`src/rtl/spram_ctrl_pkg.sv`:
```
// Shared types for the single-port RAM access controller.
package spram_ctrl_pkg;

  typedef enum logic [1:0] {
    StInit = 2'd0,
    StIdle = 2'd1,
    StRd   = 2'd2,
    StResp = 2'd3
  } ctrl_state_e;

endpackage

```
`src/rtl/spram_access_ctrl.sv`:
```
// Initiator for an external single-port RAM: clears it after reset, then turns a
// valid/ready request stream into RAM cycles and returns read data on a response channel.
module spram_access_ctrl
  import spram_ctrl_pkg::*;
#(
  parameter int unsigned AddrWidth    = 6,
  parameter int unsigned DataWidth    = 8,
  parameter int unsigned Depth        = 64,
  parameter bit          ClearOnReset = 1'b1
) (
  input  logic                 clk,
  input  logic                 rst,
  input  logic                 req_valid_i,
  output logic                 req_ready_o,
  input  logic                 req_we_i,
  input  logic [AddrWidth-1:0] req_addr_i,
  input  logic [DataWidth-1:0] req_wdata_i,
  output logic                 rsp_valid_o,
  input  logic                 rsp_ready_i,
  output logic [DataWidth-1:0] rsp_data_o,
  output logic                 rsp_err_o,
  output logic                 init_done_o,
  output logic [DataWidth-1:0] ram_data_o,
  output logic [AddrWidth-1:0] ram_addr_o,
  output logic                 ram_we_o,
  input  logic [DataWidth-1:0] ram_q_i
);

  // One extra bit so Depth == 2**AddrWidth still compares correctly.
  localparam logic [AddrWidth:0]   DepthW     = (AddrWidth + 1)'(Depth);
  localparam logic [AddrWidth-1:0] LastAddr   = AddrWidth'(Depth - 1);
  localparam ctrl_state_e          ResetState = ClearOnReset ? StInit : StIdle;

  ctrl_state_e          state_q, state_d;
  logic [AddrWidth-1:0] cnt_q, cnt_d;
  logic [AddrWidth-1:0] rd_addr_q, rd_addr_d;
  logic [DataWidth-1:0] rsp_data_q, rsp_data_d;
  logic                 rsp_err_q, rsp_err_d;
  logic                 init_done_q, init_done_d;

  function automatic logic in_range(input logic [AddrWidth-1:0] addr);
    return {1'b0, addr} < DepthW;
  endfunction

  always_ff @(posedge clk or posedge rst) begin
    if (rst) begin
      state_q     <= ResetState;
      cnt_q       <= '0;
      rd_addr_q   <= '0;
      rsp_data_q  <= '0;
      rsp_err_q   <= 1'b0;
      init_done_q <= !ClearOnReset;
    end else begin
      state_q     <= state_d;
      cnt_q       <= cnt_d;
      rd_addr_q   <= rd_addr_d;
      rsp_data_q  <= rsp_data_d;
      rsp_err_q   <= rsp_err_d;
      init_done_q <= init_done_d;
    end
  end

  always_comb begin
    state_d     = state_q;
    cnt_d       = cnt_q;
    rd_addr_d   = rd_addr_q;
    rsp_data_d  = rsp_data_q;
    rsp_err_d   = rsp_err_q;
    init_done_d = init_done_q;
    req_ready_o = 1'b0;
    ram_we_o    = 1'b0;
    ram_addr_o  = req_addr_i;
    ram_data_o  = req_wdata_i;

    unique case (state_q)
      StInit: begin
        ram_we_o   = 1'b1;
        ram_addr_o = cnt_q;
        ram_data_o = '0;
        cnt_d      = cnt_q + 1'b1;
        if (cnt_q == LastAddr) begin
          cnt_d       = '0;
          state_d     = StIdle;
          init_done_d = 1'b1;
        end
      end
      StIdle: begin
        req_ready_o = 1'b1;
        if (req_valid_i) begin
          if (req_we_i) begin
            // Out-of-range writes are dropped without any response.
            ram_we_o = in_range(req_addr_i);
          end else begin
            rd_addr_d = req_addr_i;
            state_d   = StRd;
          end
        end
      end
      StRd: begin
        ram_addr_o = rd_addr_q;
        if (in_range(rd_addr_q)) begin
          rsp_data_d = ram_q_i;
          rsp_err_d  = 1'b0;
        end else begin
          rsp_data_d = '0;
          rsp_err_d  = 1'b1;
        end
        state_d = StResp;
      end
      StResp: begin
        if (rsp_ready_i) state_d = StIdle;
      end
      default: state_d = ResetState;
    endcase
  end

  assign rsp_valid_o = (state_q == StResp);
  assign rsp_data_o  = rsp_data_q;
  assign rsp_err_o   = rsp_err_q;
  assign init_done_o = init_done_q;

endmodule
```
`config.mk`:
```
export PLATFORM = sky130hd
export DESIGN_NAME = spram_access_ctrl
export DESIGN_NICKNAME = d
export VERILOG_FILES = /design/src/rtl/spram_ctrl_pkg.sv /design/src/rtl/spram_access_ctrl.sv
export SDC_FILE = /design/constraint.sdc
export NUM_CORES = 1
export LEC_CHECK = 0
export BUFFER_PORTS_ARGS = -buffer_cell sky130_fd_sc_hd__buf_4
export CAP_MARGIN = 20
export CORE_UTILIZATION = 35
export DETAILED_ROUTE_END_ITERATION = 6
export GPL_TIMING_DRIVEN = 1
export PLACE_DENSITY_LB_ADDON = 0.2
export SLEW_MARGIN = 5
export SYNTH_ARGS = -nofsm -noshare
export SYNTH_HDL_FRONTEND = slang
export SYNTH_SLANG_ARGS = --single-unit
export TNS_END_PERCENT = 5
```
`constraint.sdc`:
```
create_clock -name clk -period 1.9 [get_ports clk]
set_input_delay 0.19 -clock clk [delete_from_list [all_inputs] [get_ports clk]]
set_output_delay 0.19 -clock clk [all_outputs]
set_load 0.05 [all_outputs]
```
# Word level (Yosys, flattened, before mapping)
# Index checks and enable logic that the tools add are counted.
[totals]
regBits = 23
latch_bits = 0
ram_bits = 0
rom_bits = 0
inputBits = 27
output_inout_bits = 27
mem_count = 0
[op_classes]
add_sub_neg = 1
mul = 0
div = 0
magnitude_cmp = 0
eq_ne = 8
n_shift = 0
n_mux = 12
bitwise_logic = 1
reduce_logical = 4
[ops]
columns = ["operator", "n"]
rows = [
  ["6-bit one-hot mux with 2 select lines", 1],
  ["2-bit two-way mux", 4],
  ["8-bit two-way mux", 1],
  ["2-bit one-hot mux with 4 select lines", 1],
  ["6-bit by 1-bit adder with 6-bit output (second input constant)", 1],
  ["6-bit == test (second input constant)", 1],
  ["6-bit two-way mux", 1],
  ["2-bit != test (second input constant)", 3],
  ["2-bit == test (second input constant)", 2],
  ["4-bit AND reduction", 1],
  ["1-bit two-way mux", 3],
  ["3-bit AND reduction", 1],
  ["2-bit by 1-bit == test with 1-bit output (second input constant)", 1],
  ["2-bit zero test", 1],
  ["2-bit by 1-bit != test with 1-bit output (second input constant)", 1],
  ["1-bit one-hot mux with 2 select lines", 1],
  ["2-bit AND reduction", 1],
  ["1-bit NOT", 1],
]

# Logic depth before layout (Yosys ltp)
# Gate-level depths: netlist of run 1.
[depth]
ltp_word = 3
ltp_mapped = 6

# Least setup slack after synthesis of run 1
# No wires, ideal clock.
[synth_timing]
kind = "register to output"
from = "register state_q[0]"
to = "output ram_addr_o[0]"
arrival_time_ns = 1.894
setup_slack_ns = -0.184
path_stages_with_launch = 5
cell_sequence = "dfrtp_1 inv_1 ha_1 inv_1 o21ai_0"
[synth_between]
elab_chain_len = 2
word_cells_on_any_way = 3
[synth_lines]
columns = ["element", "line", "text"]
rows = [
  ["start, declared", "spram_access_ctrl.sv:34", "ctrl_state_e state_q, state_d;"],
  ["start signal, assigned", "spram_access_ctrl.sv:47", "state_q <= ResetState;"],
  ["start signal, assigned", "spram_access_ctrl.sv:54", "state_q <= state_d;"],
  ["2-bit == test / 2-bit zero test (equally long branches)", "spram_access_ctrl.sv:75", "unique case (state_q)"],
  ["6-bit one-hot mux with 2 select lines (*)", "spram_access_ctrl.sv:75", ""],
  ["end, declared", "spram_access_ctrl.sv:24", "output logic [AddrWidth-1:0] ram_addr_o,"],
]
# Every way passes the cells marked *; elsewhere a longest branch is shown, timed or not.

# Worst setup path after layout of run 1
[layout_timing]
from = "register state_q[1]"
to = "output ram_addr_o[5]"
# Same word-level chain as after synthesis.

==> impl_metrics.prom, run 1 <==
# TYPE chip_impl_metric gauge
chip_impl_info{name="outcome",value="finished clean"} 1
chip_impl_metric{name="worst-path-buf-inv",unit=""} 3
chip_impl_metric{name="stage_delay_of_the_slowest_cell_on_the_critical_path",unit="ps"} 480
chip_impl_info{name="critPathTopFamily",value="flip-flops"} 1
chip_impl_metric{name="synth-adder-area-share",unit=""} 0.0634
chip_impl_metric{name="yosysWarningCount",unit=""} 0
chip_impl_metric{name="route.antenna.remaining_nets",unit=""} 0
chip_impl_metric{name="max_freq",unit="GHz"} 0.547
chip_impl_metric{name="place.gp.congestion",unit=""} 0.788
chip_impl_metric{name="worstRegToRegCells",unit=""} 6
chip_impl_metric{name="post-route-drc-count",unit=""} 0
chip_impl_metric{name="cp_data_arrival_time",unit="ps"} 1640
chip_impl_metric{name="proportion_of_layout_cells_with_a_drive_suffix_above_1",unit=""} 0.518
chip_impl_metric{name="number_of_max_slew_violations_in_the_final_report",unit=""} 0
chip_impl_metric{name="die-width",unit="microns"} 60.2
chip_impl_metric{name="port_buffers",unit=""} 52
chip_impl_metric{name="p_per_area",unit="nW/um^2"} 1920
chip_impl_info{name="critPathLaunch",value="state_q[1]"} 1
chip_impl_info{name="synth_top_family_by_area",value="multiplexers"} 1
chip_impl_metric{name="groute.usage.overall",unit=""} 0.165
chip_impl_metric{name="synth.cell_area",unit="sq um"} 1180
chip_impl_metric{name="crit_required",unit="ps"} 1710
chip_impl_metric{name="clkSinkCount",unit=""} 23
chip_impl_metric{name="final_core_utilization",unit=""} 0.562
chip_impl_metric{name="diodes",unit=""} 0
chip_impl_metric{name="final.period_utilization",unit=""} 0.962
chip_impl_info{name="crit_path_end_kind",value="primary output"} 1
chip_impl_metric{name="htreeDepth",unit=""} 1
chip_impl_metric{name="layout.area.seq",unit="sq um"} 577
chip_impl_metric{name="grt_remaining_overflow",unit=""} 0
chip_impl_metric{name="synth_xor_area_frac",unit=""} 0.0148
chip_impl_metric{name="skew",unit="ps"} 10.7
chip_impl_metric{name="number_of_distinct_standard_cells_referenced_by_the_synthesized_netlist",unit=""} 28
chip_impl_metric{name="initial_core_utilization",unit=""} 0.379
chip_impl_metric{name="synth_seq_cells",unit=""} 23
chip_impl_metric{name="dr_total_vias",unit=""} 1045
chip_impl_metric{name="area_delta_synth_final",unit="%"} 48.5
chip_impl_metric{name="max-vdd-ir-drop",unit="mV"} 1.00
chip_impl_metric{name="final_design_area_no_fill",unit="sq um"} 1760
chip_impl_metric{name="post_dp_cell_area",unit="sq um"} 1630
chip_impl_info{name="reg2reg_to",value="state_q[1]"} 1
chip_impl_metric{name="timing.final.hold_violations",unit=""} 0
chip_impl_info{name="worstReg2RegStart",value="state_q[1]"} 1
chip_impl_metric{name="avgRoutedWirePerCell",unit="microns"} 13.0
chip_impl_metric{name="min_period",unit="ps"} 1830
chip_impl_metric{name="cts.clk_slew.worst_paths",unit="ps"} 140
chip_impl_metric{name="cp.depth",unit=""} 6
chip_impl_metric{name="synthCells",unit=""} 109
chip_impl_metric{name="via_density_per_instance",unit=""} 4.93
chip_impl_metric{name="grt_pass1_wl",unit="microns"} 4420
chip_impl_metric{name="drt-total-wl",unit="microns"} 2760
chip_impl_metric{name="setup_tns",unit="ps"} 0
chip_impl_metric{name="standby_leakage_power",unit="nW"} 0.848
chip_impl_metric{name="layout.filler_cells",unit=""} 286
chip_impl_info{name="worstPathCellList",value="inv_4 > ha_4 > buf_6 > a22oi_1 > nand2_1 > buf_4"} 1
chip_impl_metric{name="worst-path-max-fanout",unit=""} 15
chip_impl_metric{name="synth_mux_area_frac",unit=""} 0.154
chip_impl_metric{name="coreArea",unit="sq um"} 3130
chip_impl_info{name="min-delay-path-class",value="in -> reg"} 1
chip_impl_info{name="tritoncts_clock_tree",value="done"} 1
chip_impl_metric{name="cts-buffers-inserted",unit=""} 3
chip_impl_metric{name="reg2reg_setup_slack",unit="ps"} 130
chip_impl_metric{name="clkLatencyLatePin",unit="ps"} 320
chip_impl_metric{name="synth_compound_area_frac",unit=""} 0.108
chip_impl_metric{name="synth-seq-area-share",unit=""} 0.486
chip_impl_info{name="grt_setup_unrepaired",value="false"} 1
chip_impl_metric{name="drt-pass1-iter-count",unit=""} 4
chip_impl_metric{name="syn_avg_cell_area",unit="sq um"} 10.9
chip_impl_metric{name="num-nets-final",unit=""} 202
chip_impl_metric{name="finalSetupViolations",unit=""} 0
chip_impl_metric{name="ios",unit=""} 54
chip_impl_metric{name="synthesis.nets",unit=""} 142
chip_impl_metric{name="pin_count_of_the_biggest_net_entering_global_routing",unit=""} 24
chip_impl_info{name="criticalPathCategory",value="reg -> out"} 1
chip_impl_metric{name="die_area",unit="sq um"} 3620
chip_impl_info{name="critPathLaunchType",value="flop"} 1
chip_impl_metric{name="drv.max_cap_violation_count",unit=""} 0
chip_impl_info{name="cpMaxStageDelayCell",value="sky130_fd_sc_hd__dfrtp_2"} 1
chip_impl_metric{name="num_rows",unit=""} 20
chip_impl_metric{name="multi_input_comb_area",unit="sq um"} 593
chip_impl_metric{name="synth_simple_gate_area_frac",unit=""} 0.126
chip_impl_metric{name="antenna_violations_before_repair",unit=""} 0
chip_impl_metric{name="drtIter0Drc",unit=""} 20
chip_impl_metric{name="chipHeight",unit="microns"} 60.2
chip_impl_metric{name="grt_pass1_vias",unit=""} 1039
chip_impl_info{name="crit_end",value="ram_addr_o[5]"} 1
chip_impl_info{name="clock-root-buffer",value="sky130_fd_sc_hd__clkbuf_4"} 1
chip_impl_metric{name="max-clock-path-buffers",unit=""} 2
chip_impl_metric{name="detailedPlacementHpwl",unit="microns"} 2120
layout by cell type (no fill, tap or decap), drive strengths merged, types with 6 or more instances in the layout:
cell,instances
inv,8
o21ai,7
ha,6
nor2b,8
buf,59
nand2,12
mux2,15
a22oi,6
dfrtp,23
worst min path at each step:
stage | from | end | cells past startpoint
after floorplan | rst | cnt_q[0] | 1
after global placement | rst | rsp_data_o[3] | 3
after detailed placement | rst | rsp_data_o[3] | 3
after CTS | ram_q_i[7] | rsp_data_o[7] | 2
after global routing | ram_q_i[6] | rsp_data_o[6] | 2
final | ram_q_i[7] | rsp_data_o[7] | 2
synthesized netlist by cell type:
| cell | count | area share |
|---|---|---|
| sky130_fd_sc_hd__o21ai_1 | 1 | 0.0042 |
| sky130_fd_sc_hd__nor2_1 | 1 | 0.0032 |
| sky130_fd_sc_hd__a22oi_1 | 6 | 0.038 |
| sky130_fd_sc_hd__buf_4 | 1 | 0.0063 |
| sky130_fd_sc_hd__a222oi_1 | 1 | 0.0084 |
| sky130_fd_sc_hd__mux2_2 | 14 | 0.13 |
| sky130_fd_sc_hd__a31o_2 | 1 | 0.0074 |
| sky130_fd_sc_hd__a21oi_1 | 1 | 0.0042 |
| sky130_fd_sc_hd__o31ai_1 | 2 | 0.013 |
| sky130_fd_sc_hd__nand4_1 | 2 | 0.011 |
| sky130_fd_sc_hd__and4_1 | 1 | 0.0074 |
| sky130_fd_sc_hd__inv_2 | 1 | 0.0032 |
| sky130_fd_sc_hd__mux2_4 | 1 | 0.013 |
| sky130_fd_sc_hd__o21ai_0 | 6 | 0.025 |
| sky130_fd_sc_hd__clkbuf_1 | 3 | 0.0095 |
| sky130_fd_sc_hd__nand2b_1 | 1 | 0.0053 |
| sky130_fd_sc_hd__conb_1 | 1 | 0.0032 |
| sky130_fd_sc_hd__nor2b_1 | 8 | 0.042 |
| sky130_fd_sc_hd__ha_1 | 6 | 0.063 |
| sky130_fd_sc_hd__a32oi_1 | 1 | 0.0074 |
| sky130_fd_sc_hd__buf_2 | 1 | 0.0042 |
| sky130_fd_sc_hd__nand3_1 | 3 | 0.013 |
| sky130_fd_sc_hd__mux2i_1 | 1 | 0.0084 |
| sky130_fd_sc_hd__inv_1 | 7 | 0.022 |
| sky130_fd_sc_hd__xnor2_1 | 2 | 0.015 |
| sky130_fd_sc_hd__nand3b_1 | 1 | 0.0063 |
| sky130_fd_sc_hd__nand2_1 | 12 | 0.038 |
| sky130_fd_sc_hd__dfrtp_1 | 23 | 0.49 |
routing by layer:
metal  routed length (microns)  up-vias  part of all wire  global-route usage
li1                          -      498                 -                   -
met1                      1200      514              0.43               0.185
met2                      1400       29              0.51               0.301
met3                       128        4             0.046              0.0476
met4                        32        0             0.012              0.0399
met5                         0        -                 0                   0
power breakdown:
group / leakage [nW] / switching, mW / total, mW / internal (mW)
clock network: 0.0139 / 0.161 / 0.241 / 0.0805
logic: 0.555 / 1.41 / 2.25 / 0.848
registers: 0.279 / 0.172 / 0.884 / 0.712
cells by family (layout without fill, tap and decap cells):
logic type,count (synthesis),after routing
AO/OA/AOI/OAI,19,19
adder cells (fa/ha/maj),6,6
other,1,1
buffers and inverters,13,72
XOR/XNOR,2,2
flip-flops,23,23
multiplexers,16,16
AND/OR/NAND/NOR,29,29
sequential cells by signal, summed over array words and instances, names as in the netlist:
name,flops
rd_addr_q,6
rsp_data_o,8
state_q,2
cnt_q,6
init_done_o,1
per-stage QoR:
step	std cells	hold WS (ps)	total power, mW	setup WS, ps
5_1_grt	212	71.5	3.59	3.62
4_1_cts	210	77.9	3.29	24.7
3_3_place_gp	203	251	2.91	222
6_report	212	94.3	3.38	71.3
2_1_floorplan	109	192	2.38	-184
3_5_place_dp	203	255	2.96	118
timing repair:
item / 4_1_cts / 5_1_grt
endpoints found under the hold margin: 23 / 0
buffers inserted: 2 / 2
setup endpoints to repair: 14 / 6
resized for setup: 7 / 11
hold buffers: 1 / 0
area by class of cell:
class | instances | area share
Clock buffer | 3 | 0.0128
Clock inverter | 1 | 0.00427
Inverter | 8 | 0.0185
Multi-Input combinational cell | 73 | 0.337
Sequential cell | 23 | 0.328
Tap cell | 44 | 0.0313
Timing Repair Buffer | 60 | 0.268
Note: power is estimated with default switching activity, not from simulation.
==> inputs of run 2 (changes only) <==
--- a/config.mk
+++ b/config.mk
@@ -8,6 +8,7 @@
 export BUFFER_PORTS_ARGS = -buffer_cell sky130_fd_sc_hd__buf_4
 export CAP_MARGIN = 20
 export CORE_UTILIZATION = 35
+export CTS_CLUSTER_DIAMETER = 100
 export DETAILED_ROUTE_END_ITERATION = 6
 export GPL_TIMING_DRIVEN = 1
 export PLACE_DENSITY_LB_ADDON = 0.2
==> constraint.sdc (replaced) <==
create_clock -name clk -period 1.75 [get_ports clk]
set_input_delay 0.175 -clock clk [delete_from_list [all_inputs] [get_ports clk]]
set_output_delay 0.175 -clock clk [all_outputs]
set_load 0.05 [all_outputs]
==> impl_metrics.prom, run 2 (same netlist as run 1, synthesis figures left out) <==
# TYPE chip_impl_metric gauge
chip_impl_metric{name="proportion_of_layout_cells_with_a_drive_suffix_above_1",unit=""} 0.559
chip_impl_metric{name="crit_required",unit="ps"} 1960
chip_impl_metric{name="cts-buffers-inserted",unit=""} 3
chip_impl_metric{name="drt-pass1-iter-count",unit=""} 4
chip_impl_metric{name="die-width",unit="microns"} 60.2
chip_impl_info{name="min-delay-path-class",value="in -> reg"} 1
chip_impl_metric{name="htreeDepth",unit=""} 1
chip_impl_metric{name="p_per_area",unit="nW/um^2"} 2110
chip_impl_info{name="layout.cells.most_common",value="sky130_fd_sc_hd__buf_4"} 1
chip_impl_metric{name="ios",unit=""} 54
chip_impl_metric{name="area_delta_synth_final",unit="%"} 54.8
chip_impl_info{name="failing_checks",value="negative setup slack"} 1
chip_impl_metric{name="number_of_max_slew_violations_in_the_final_report",unit=""} 0
chip_impl_info{name="final_cell_mix",value="50 x sky130_fd_sc_hd__buf_4, 22 x sky130_fd_sc_hd__dfrtp_1, 14 x sky130_fd_sc_hd__mux2_2, 12 x sky130_fd_sc_hd__nand2_1, 9 x sky130_fd_sc_hd__buf_6"} 1
chip_impl_metric{name="port_buffers",unit=""} 52
chip_impl_info{name="grt_setup_unrepaired",value="true"} 1
chip_impl_metric{name="standby_leakage_power",unit="nW"} 0.871
chip_impl_metric{name="num-nets-final",unit=""} 204
chip_impl_metric{name="setup_tns",unit="ps"} -18.5
chip_impl_metric{name="final.period_utilization",unit=""} 1.01
chip_impl_metric{name="final_core_utilization",unit=""} 0.586
chip_impl_metric{name="clkSinkCount",unit=""} 23
chip_impl_metric{name="drt-total-wl",unit="microns"} 2840
chip_impl_metric{name="timing.hold.worst_path_depth",unit=""} 2
chip_impl_metric{name="post-route-drc-count",unit=""} 0
chip_impl_metric{name="largest_register_ff_count",unit=""} 8
chip_impl_info{name="clock-root-buffer",value="sky130_fd_sc_hd__clkbuf_4"} 1
chip_impl_info{name="critPathLaunchType",value="flop"} 1
chip_impl_metric{name="min_period",unit="ps"} 1770
chip_impl_metric{name="dp_worst_setup_slack",unit="ps"} 51.2
chip_impl_metric{name="dr_total_vias",unit=""} 1047
chip_impl_metric{name="initial_core_utilization",unit=""} 0.379
chip_impl_metric{name="worst-path-max-fanout",unit=""} 4
chip_impl_metric{name="grt_remaining_overflow",unit=""} 0
chip_impl_metric{name="fin_hold_ws",unit="ps"} 78.3
chip_impl_metric{name="worstRegToRegCells",unit=""} 5
chip_impl_metric{name="skew",unit="ps"} 0.594
chip_impl_metric{name="max-vdd-ir-drop",unit="mV"} 1.01
chip_impl_metric{name="clkLatencyLatePin",unit="ps"} 310
chip_impl_metric{name="route.antenna.remaining_nets",unit=""} 0
chip_impl_metric{name="chipHeight",unit="microns"} 60.2
chip_impl_metric{name="drv.max_cap_violation_count",unit=""} 0
chip_impl_info{name="criticalPathCategory",value="reg -> reg"} 1
chip_impl_metric{name="grt_pass1_vias",unit=""} 1061
chip_impl_info{name="reg2reg_to",value="state_q[1]"} 1
chip_impl_info{name="worstReg2RegStart",value="state_q[1]"} 1
chip_impl_metric{name="place.gp.congestion",unit=""} 0.776
chip_impl_metric{name="pin_count_of_the_biggest_net_entering_global_routing",unit=""} 24
chip_impl_metric{name="die_area",unit="sq um"} 3620
chip_impl_metric{name="timing.final.hold_violations",unit=""} 0
chip_impl_info{name="hold_path_end",value="rsp_data_o[1]"} 1
chip_impl_metric{name="max-clock-path-buffers",unit=""} 2
chip_impl_info{name="tritoncts_clock_tree",value="done"} 1
chip_impl_metric{name="diodes",unit=""} 0
chip_impl_metric{name="via_density_per_instance",unit=""} 4.89
chip_impl_metric{name="coreArea",unit="sq um"} 3130
chip_impl_metric{name="reg2reg_setup_slack",unit="ps"} -20
chip_impl_metric{name="max_freq",unit="GHz"} 0.565
chip_impl_metric{name="design_power_total",unit="mW"} 3.87
chip_impl_metric{name="groute.usage.overall",unit=""} 0.176
chip_impl_info{name="crit_path_end_kind",value="flop"} 1
chip_impl_metric{name="cp_data_arrival_time",unit="ps"} 1980
chip_impl_metric{name="detailedPlacementHpwl",unit="microns"} 2070
chip_impl_info{name="min_from",value="ram_q_i[1]"} 1
chip_impl_metric{name="drtIter0Drc",unit=""} 43
chip_impl_metric{name="finalSetupViolations",unit=""} 1
chip_impl_info{name="outcome",value="finished, violations left"} 1
chip_impl_metric{name="antenna_violations_before_repair",unit=""} 0
chip_impl_metric{name="avgRoutedWirePerCell",unit="microns"} 13.3
chip_impl_metric{name="cts.clk_slew.worst_paths",unit="ps"} 120
chip_impl_metric{name="num_rows",unit=""} 20
chip_impl_metric{name="grt_pass1_wl",unit="microns"} 4710
chip_impl_metric{name="min_setup_slack_post_route",unit="ps"} -18.5
-- run 2: cell types whose count changed in the layout (fill, tap and decap cells not counted), sizes merged --
cell      delta
clkinvlp     -1
clkbuf       +1
buf          +2
-- run 2: timing repair --
action,in CTS,in global routing
buffers inserted,5,1
cloned,0,0
setup endpoints to repair,14,11
hold endpoints to repair,23,0
hold buffers,1,0
resized for setup,23,8
pin swaps,4,5
-- run 2: how the worst max path moves through the flow --
stage               start            end  slack [ps]
6_report       state_q[1]     state_q[1]         -20
5_1_grt        state_q[1]  ram_addr_o[2]         -70
4_1_cts        state_q[1]  ram_addr_o[0]         -20
3_5_place_dp   state_q[1]     state_q[1]          50
3_3_place_gp   state_q[0]     state_q[1]         140
2_1_floorplan  state_q[0]  ram_addr_o[1]         -70
-- run 2: per-layer routing --
layer | part of all wire | up-vias | GRT usage | routed length, microns
met4 | 0.0099 | 0 | 0.0797 | 28
met3 | 0.050 | 3 | 0.0303 | 142
met1 | 0.40 | 509 | 0.212 | 1150
met2 | 0.54 | 34 | 0.305 | 1520
li1 | - | 501 | - | -
met5 | 0 | - | 0 | 0
-- run 2: final cells by class --
type	instances	area [sq um]
fillers	282	1290
multi-input cells	73	619
flip-flops and latches	23	577
repair buffers	62	527
well taps	44	55.1
inverters	8	30.0
clock buffers	4	26.3
-- run 2: report_power, final --
part / switching (mW) / internal, mW / leakage (nW)
combinational: 1.60 / 1.05 / 0.576
sequential: 0.194 / 0.774 / 0.279
clock: 0.162 / 0.0892 / 0.0150
total: 1.95 / 1.91 / 0.871
-- run 2: critical path: stages, from the launching register on --
cell and delay (ps):
sky130_fd_sc_hd__dfrtp_2 470, sky130_fd_sc_hd__buf_4 150, sky130_fd_sc_hd__ha_2 170, sky130_fd_sc_hd__a222oi_1 340
sky130_fd_sc_hd__o21ai_1 200, sky130_fd_sc_hd__mux2_4 330
-- run 2: through the flow --
stage          instance area, sq um  cells
3_5_place_dp                   1640    204
3_3_place_gp                   1640    204
4_1_cts                        1800    213
5_1_grt                        1830    214
2_1_floorplan                  1190    109
6_report                       1830    214
==> inputs of run 3 (changes only) <==
--- a/config.mk
+++ b/config.mk
@@ -11,7 +11,7 @@
 export CTS_CLUSTER_DIAMETER = 100
 export DETAILED_ROUTE_END_ITERATION = 6
 export GPL_TIMING_DRIVEN = 1
-export PLACE_DENSITY_LB_ADDON = 0.2
+export PLACE_DENSITY_LB_ADDON = 0.05
 export SLEW_MARGIN = 5
 export SYNTH_ARGS = -nofsm -noshare
 export SYNTH_HDL_FRONTEND = slang
==> constraint.sdc (replaced) <==
create_clock -name clk -period 2.06 [get_ports clk]
set_input_delay 0.206 -clock clk [delete_from_list [all_inputs] [get_ports clk]]
set_output_delay 0.206 -clock clk [all_outputs]
set_load 0.05 [all_outputs]
==> impl_metrics.prom, run 3 (same netlist as run 1, synthesis figures left out) <==
# TYPE chip_impl_metric gauge
chip_impl_metric{name="drt-pass1-iter-count",unit=""} 4
chip_impl_metric{name="timing.hold.worst_path_depth",unit=""} 2
chip_impl_metric{name="stage_delay_of_the_slowest_cell_on_the_critical_path",unit="ps"} 370
chip_impl_metric{name="drv.max_cap_violation_count",unit=""} 0
chip_impl_metric{name="coreArea",unit="sq um"} 3130
chip_impl_metric{name="route.antenna.remaining_nets",unit=""} 0
chip_impl_metric{name="cts-buffers-inserted",unit=""} 3
chip_impl_metric{name="htreeDepth",unit=""} 1
chip_impl_info{name="worst_path_most_repeated_cell",value="sky130_fd_sc_hd__buf_6"} 1
chip_impl_info{name="worstPathCellList",value="inv_1 > ha_1 > buf_6 > a22oi_1 > o21ai_2 > buf_6"} 1
chip_impl_metric{name="worstRegToRegCells",unit=""} 6
chip_impl_metric{name="crit_required",unit="ps"} 1850
chip_impl_info{name="reg2reg_to",value="state_q[1]"} 1
chip_impl_metric{name="max-clock-path-buffers",unit=""} 2
chip_impl_info{name="critPathTopFamily",value="buffers and inverters"} 1
chip_impl_metric{name="avgRoutedWirePerCell",unit="microns"} 13.1
chip_impl_metric{name="layout.area.seq",unit="sq um"} 576
chip_impl_metric{name="post-route-drc-count",unit=""} 0
chip_impl_info{name="highest-signal-layer",value="met4"} 1
chip_impl_metric{name="number_of_max_slew_violations_in_the_final_report",unit=""} 0
chip_impl_info{name="crit_end",value="ram_addr_o[1]"} 1
chip_impl_metric{name="max-vdd-ir-drop",unit="mV"} 0.832
chip_impl_metric{name="final_design_area_no_fill",unit="sq um"} 1730
chip_impl_metric{name="antenna_violations_before_repair",unit=""} 0
chip_impl_info{name="layout.cells.most_common",value="sky130_fd_sc_hd__buf_4"} 1
chip_impl_metric{name="dr_wl_met2",unit="microns"} 1460
chip_impl_metric{name="port_buffers",unit=""} 52
chip_impl_metric{name="num-nets-final",unit=""} 200
chip_impl_metric{name="reg2reg_setup_slack",unit="ps"} 250
chip_impl_metric{name="diodes",unit=""} 0
chip_impl_info{name="outcome",value="finished clean"} 1
chip_impl_metric{name="drt-total-wl",unit="microns"} 2740
chip_impl_metric{name="timing.final.hold_violations",unit=""} 0
chip_impl_metric{name="stdcell_count",unit=""} 210
chip_impl_metric{name="num_rows",unit=""} 20
chip_impl_metric{name="grt_pass1_wl",unit="microns"} 4540
chip_impl_metric{name="detailed_routed_wire_length_on_met3",unit="microns"} 107
chip_impl_metric{name="setup_tns",unit="ps"} 0
chip_impl_metric{name="cp.depth",unit=""} 6
chip_impl_info{name="tritoncts_clock_tree",value="done"} 1
chip_impl_metric{name="proportion_of_layout_cells_with_a_drive_suffix_above_1",unit=""} 0.500
chip_impl_metric{name="m1WireLength",unit="microns"} 1140
chip_impl_metric{name="largest_register_ff_count",unit=""} 8
chip_impl_metric{name="detailedPlacementHpwl",unit="microns"} 2100
chip_impl_metric{name="clkLatencyLatePin",unit="ps"} 320
chip_impl_metric{name="finalSetupViolations",unit=""} 0
chip_impl_metric{name="cts.clk_slew.worst_paths",unit="ps"} 140
chip_impl_metric{name="clkSinkCount",unit=""} 23
chip_impl_metric{name="worst-path-buf-inv",unit=""} 3
chip_impl_metric{name="min_period",unit="ps"} 1930
chip_impl_metric{name="ios",unit=""} 54
chip_impl_metric{name="pin_count_of_the_biggest_net_entering_global_routing",unit=""} 24
chip_impl_metric{name="max_freq",unit="GHz"} 0.519
chip_impl_info{name="cpMaxStageDelayCell",value="sky130_fd_sc_hd__dfrtp_1"} 1
chip_impl_info{name="final_cell_mix",value="53 x sky130_fd_sc_hd__buf_4, 23 x sky130_fd_sc_hd__dfrtp_1, 14 x sky130_fd_sc_hd__mux2_2, 12 x sky130_fd_sc_hd__nand2_1, 8 x sky130_fd_sc_hd__nor2b_1"} 1
chip_impl_metric{name="die_area",unit="sq um"} 3620
chip_impl_metric{name="chipHeight",unit="microns"} 60.2
chip_impl_info{name="clock-root-buffer",value="sky130_fd_sc_hd__clkbuf_4"} 1
chip_impl_metric{name="dr_total_vias",unit=""} 1002
chip_impl_metric{name="via_density_per_instance",unit=""} 4.77
chip_impl_metric{name="grt_remaining_overflow",unit=""} 0
chip_impl_info{name="critPathLaunchType",value="flop"} 1
chip_impl_metric{name="post_dp_cell_area",unit="sq um"} 1640
chip_impl_metric{name="initial_core_utilization",unit=""} 0.379
chip_impl_metric{name="die-width",unit="microns"} 60.2
chip_impl_info{name="critPathLaunch",value="state_q[0]"} 1
chip_impl_metric{name="final.period_utilization",unit=""} 0.935
chip_impl_metric{name="layout.filler_cells",unit=""} 293
chip_impl_metric{name="cp_data_arrival_time",unit="ps"} 1720
chip_impl_metric{name="drtIter0Drc",unit=""} 31
chip_impl_metric{name="grt_pass1_vias",unit=""} 986
chip_impl_metric{name="multi_input_comb_area",unit="sq um"} 588
chip_impl_info{name="crit_path_end_kind",value="primary output"} 1
chip_impl_metric{name="skew",unit="ps"} 5.35
chip_impl_metric{name="p_per_area",unit="nW/um^2"} 1770
chip_impl_info{name="min-delay-path-class",value="in -> reg"} 1
chip_impl_info{name="criticalPathCategory",value="reg -> out"} 1
chip_impl_metric{name="place.gp.congestion",unit=""} 0.772
chip_impl_metric{name="area_delta_synth_final",unit="%"} 45.9
chip_impl_metric{name="design_power_total",unit="mW"} 3.06
chip_impl_metric{name="fin_hold_ws",unit="ps"} 106
chip_impl_info{name="worstReg2RegStart",value="state_q[1]"} 1
chip_impl_metric{name="groute.usage.overall",unit=""} 0.172
chip_impl_metric{name="worst-path-max-fanout",unit=""} 14
chip_impl_metric{name="dpl.cell_count",unit=""} 204
chip_impl_metric{name="standby_leakage_power",unit="nW"} 0.847
-- run 3: cell types whose count changed in the layout (fill, tap and decap cells not counted), sizes merged --
| cell | change |
|---|---|
| buf | -4 |
| clkinv | +1 |
| clkbuf | -1 |
-- run 3: metrics by stage --
step,worst slack [ps],utilization
finish,134,0.553
global route,-6.86,0.553
CTS,16.9,0.537
detailed placement,234,0.523
global placement,306,0.523
floorplan,-39.8,-
-- run 3: timing repair --
action / CTS / global route
hold endpoints to repair: 23 / 0
pin swaps: 0 / 0
endpoints found under the setup margin: 2 / 6
hold buffers: 1 / 0
setup buffers: 0 / 1
gates resized for setup: 2 / 11
-- run 3: routing by layer --
| layer | GRT usage | vias up |
|---|---|---|
| li1 | - | 492 |
| met1 | 0.211 | 480 |
| met2 | 0.300 | 25 |
| met3 | 0.0303 | 5 |
| met4 | 0.0598 | 0 |
| met5 | 0 | - |
-- run 3: layout make-up --
class / instances / share of cell area
clock buffers: 3 / 0.0130
clock inverters: 1 / 0.00289
inverters: 8 / 0.0174
multi-input cells: 73 / 0.340
flip-flops and latches: 23 / 0.333
well taps: 44 / 0.0318
repair buffers: 58 / 0.262
-- run 3: how the worst min path moves through the flow --
stage                     startpoint             to  slack, ps
after global placement           rst  rsp_data_o[4]        270
after global routing      ram_q_i[3]  rsp_data_o[3]         80
after floorplan                  rst       cnt_q[0]        210
after CTS                 ram_q_i[3]  rsp_data_o[3]         90
after detailed placement         rst  rsp_data_o[4]        280
final                     ram_q_i[3]  rsp_data_o[3]        110
-- run 3: power by group --
group          internal, mW  switching (mW)  leakage (nW)
sequential            0.655           0.147         0.280
combinational         0.744            1.29         0.549
clock                0.0727           0.146        0.0177
total                  1.47            1.58         0.847
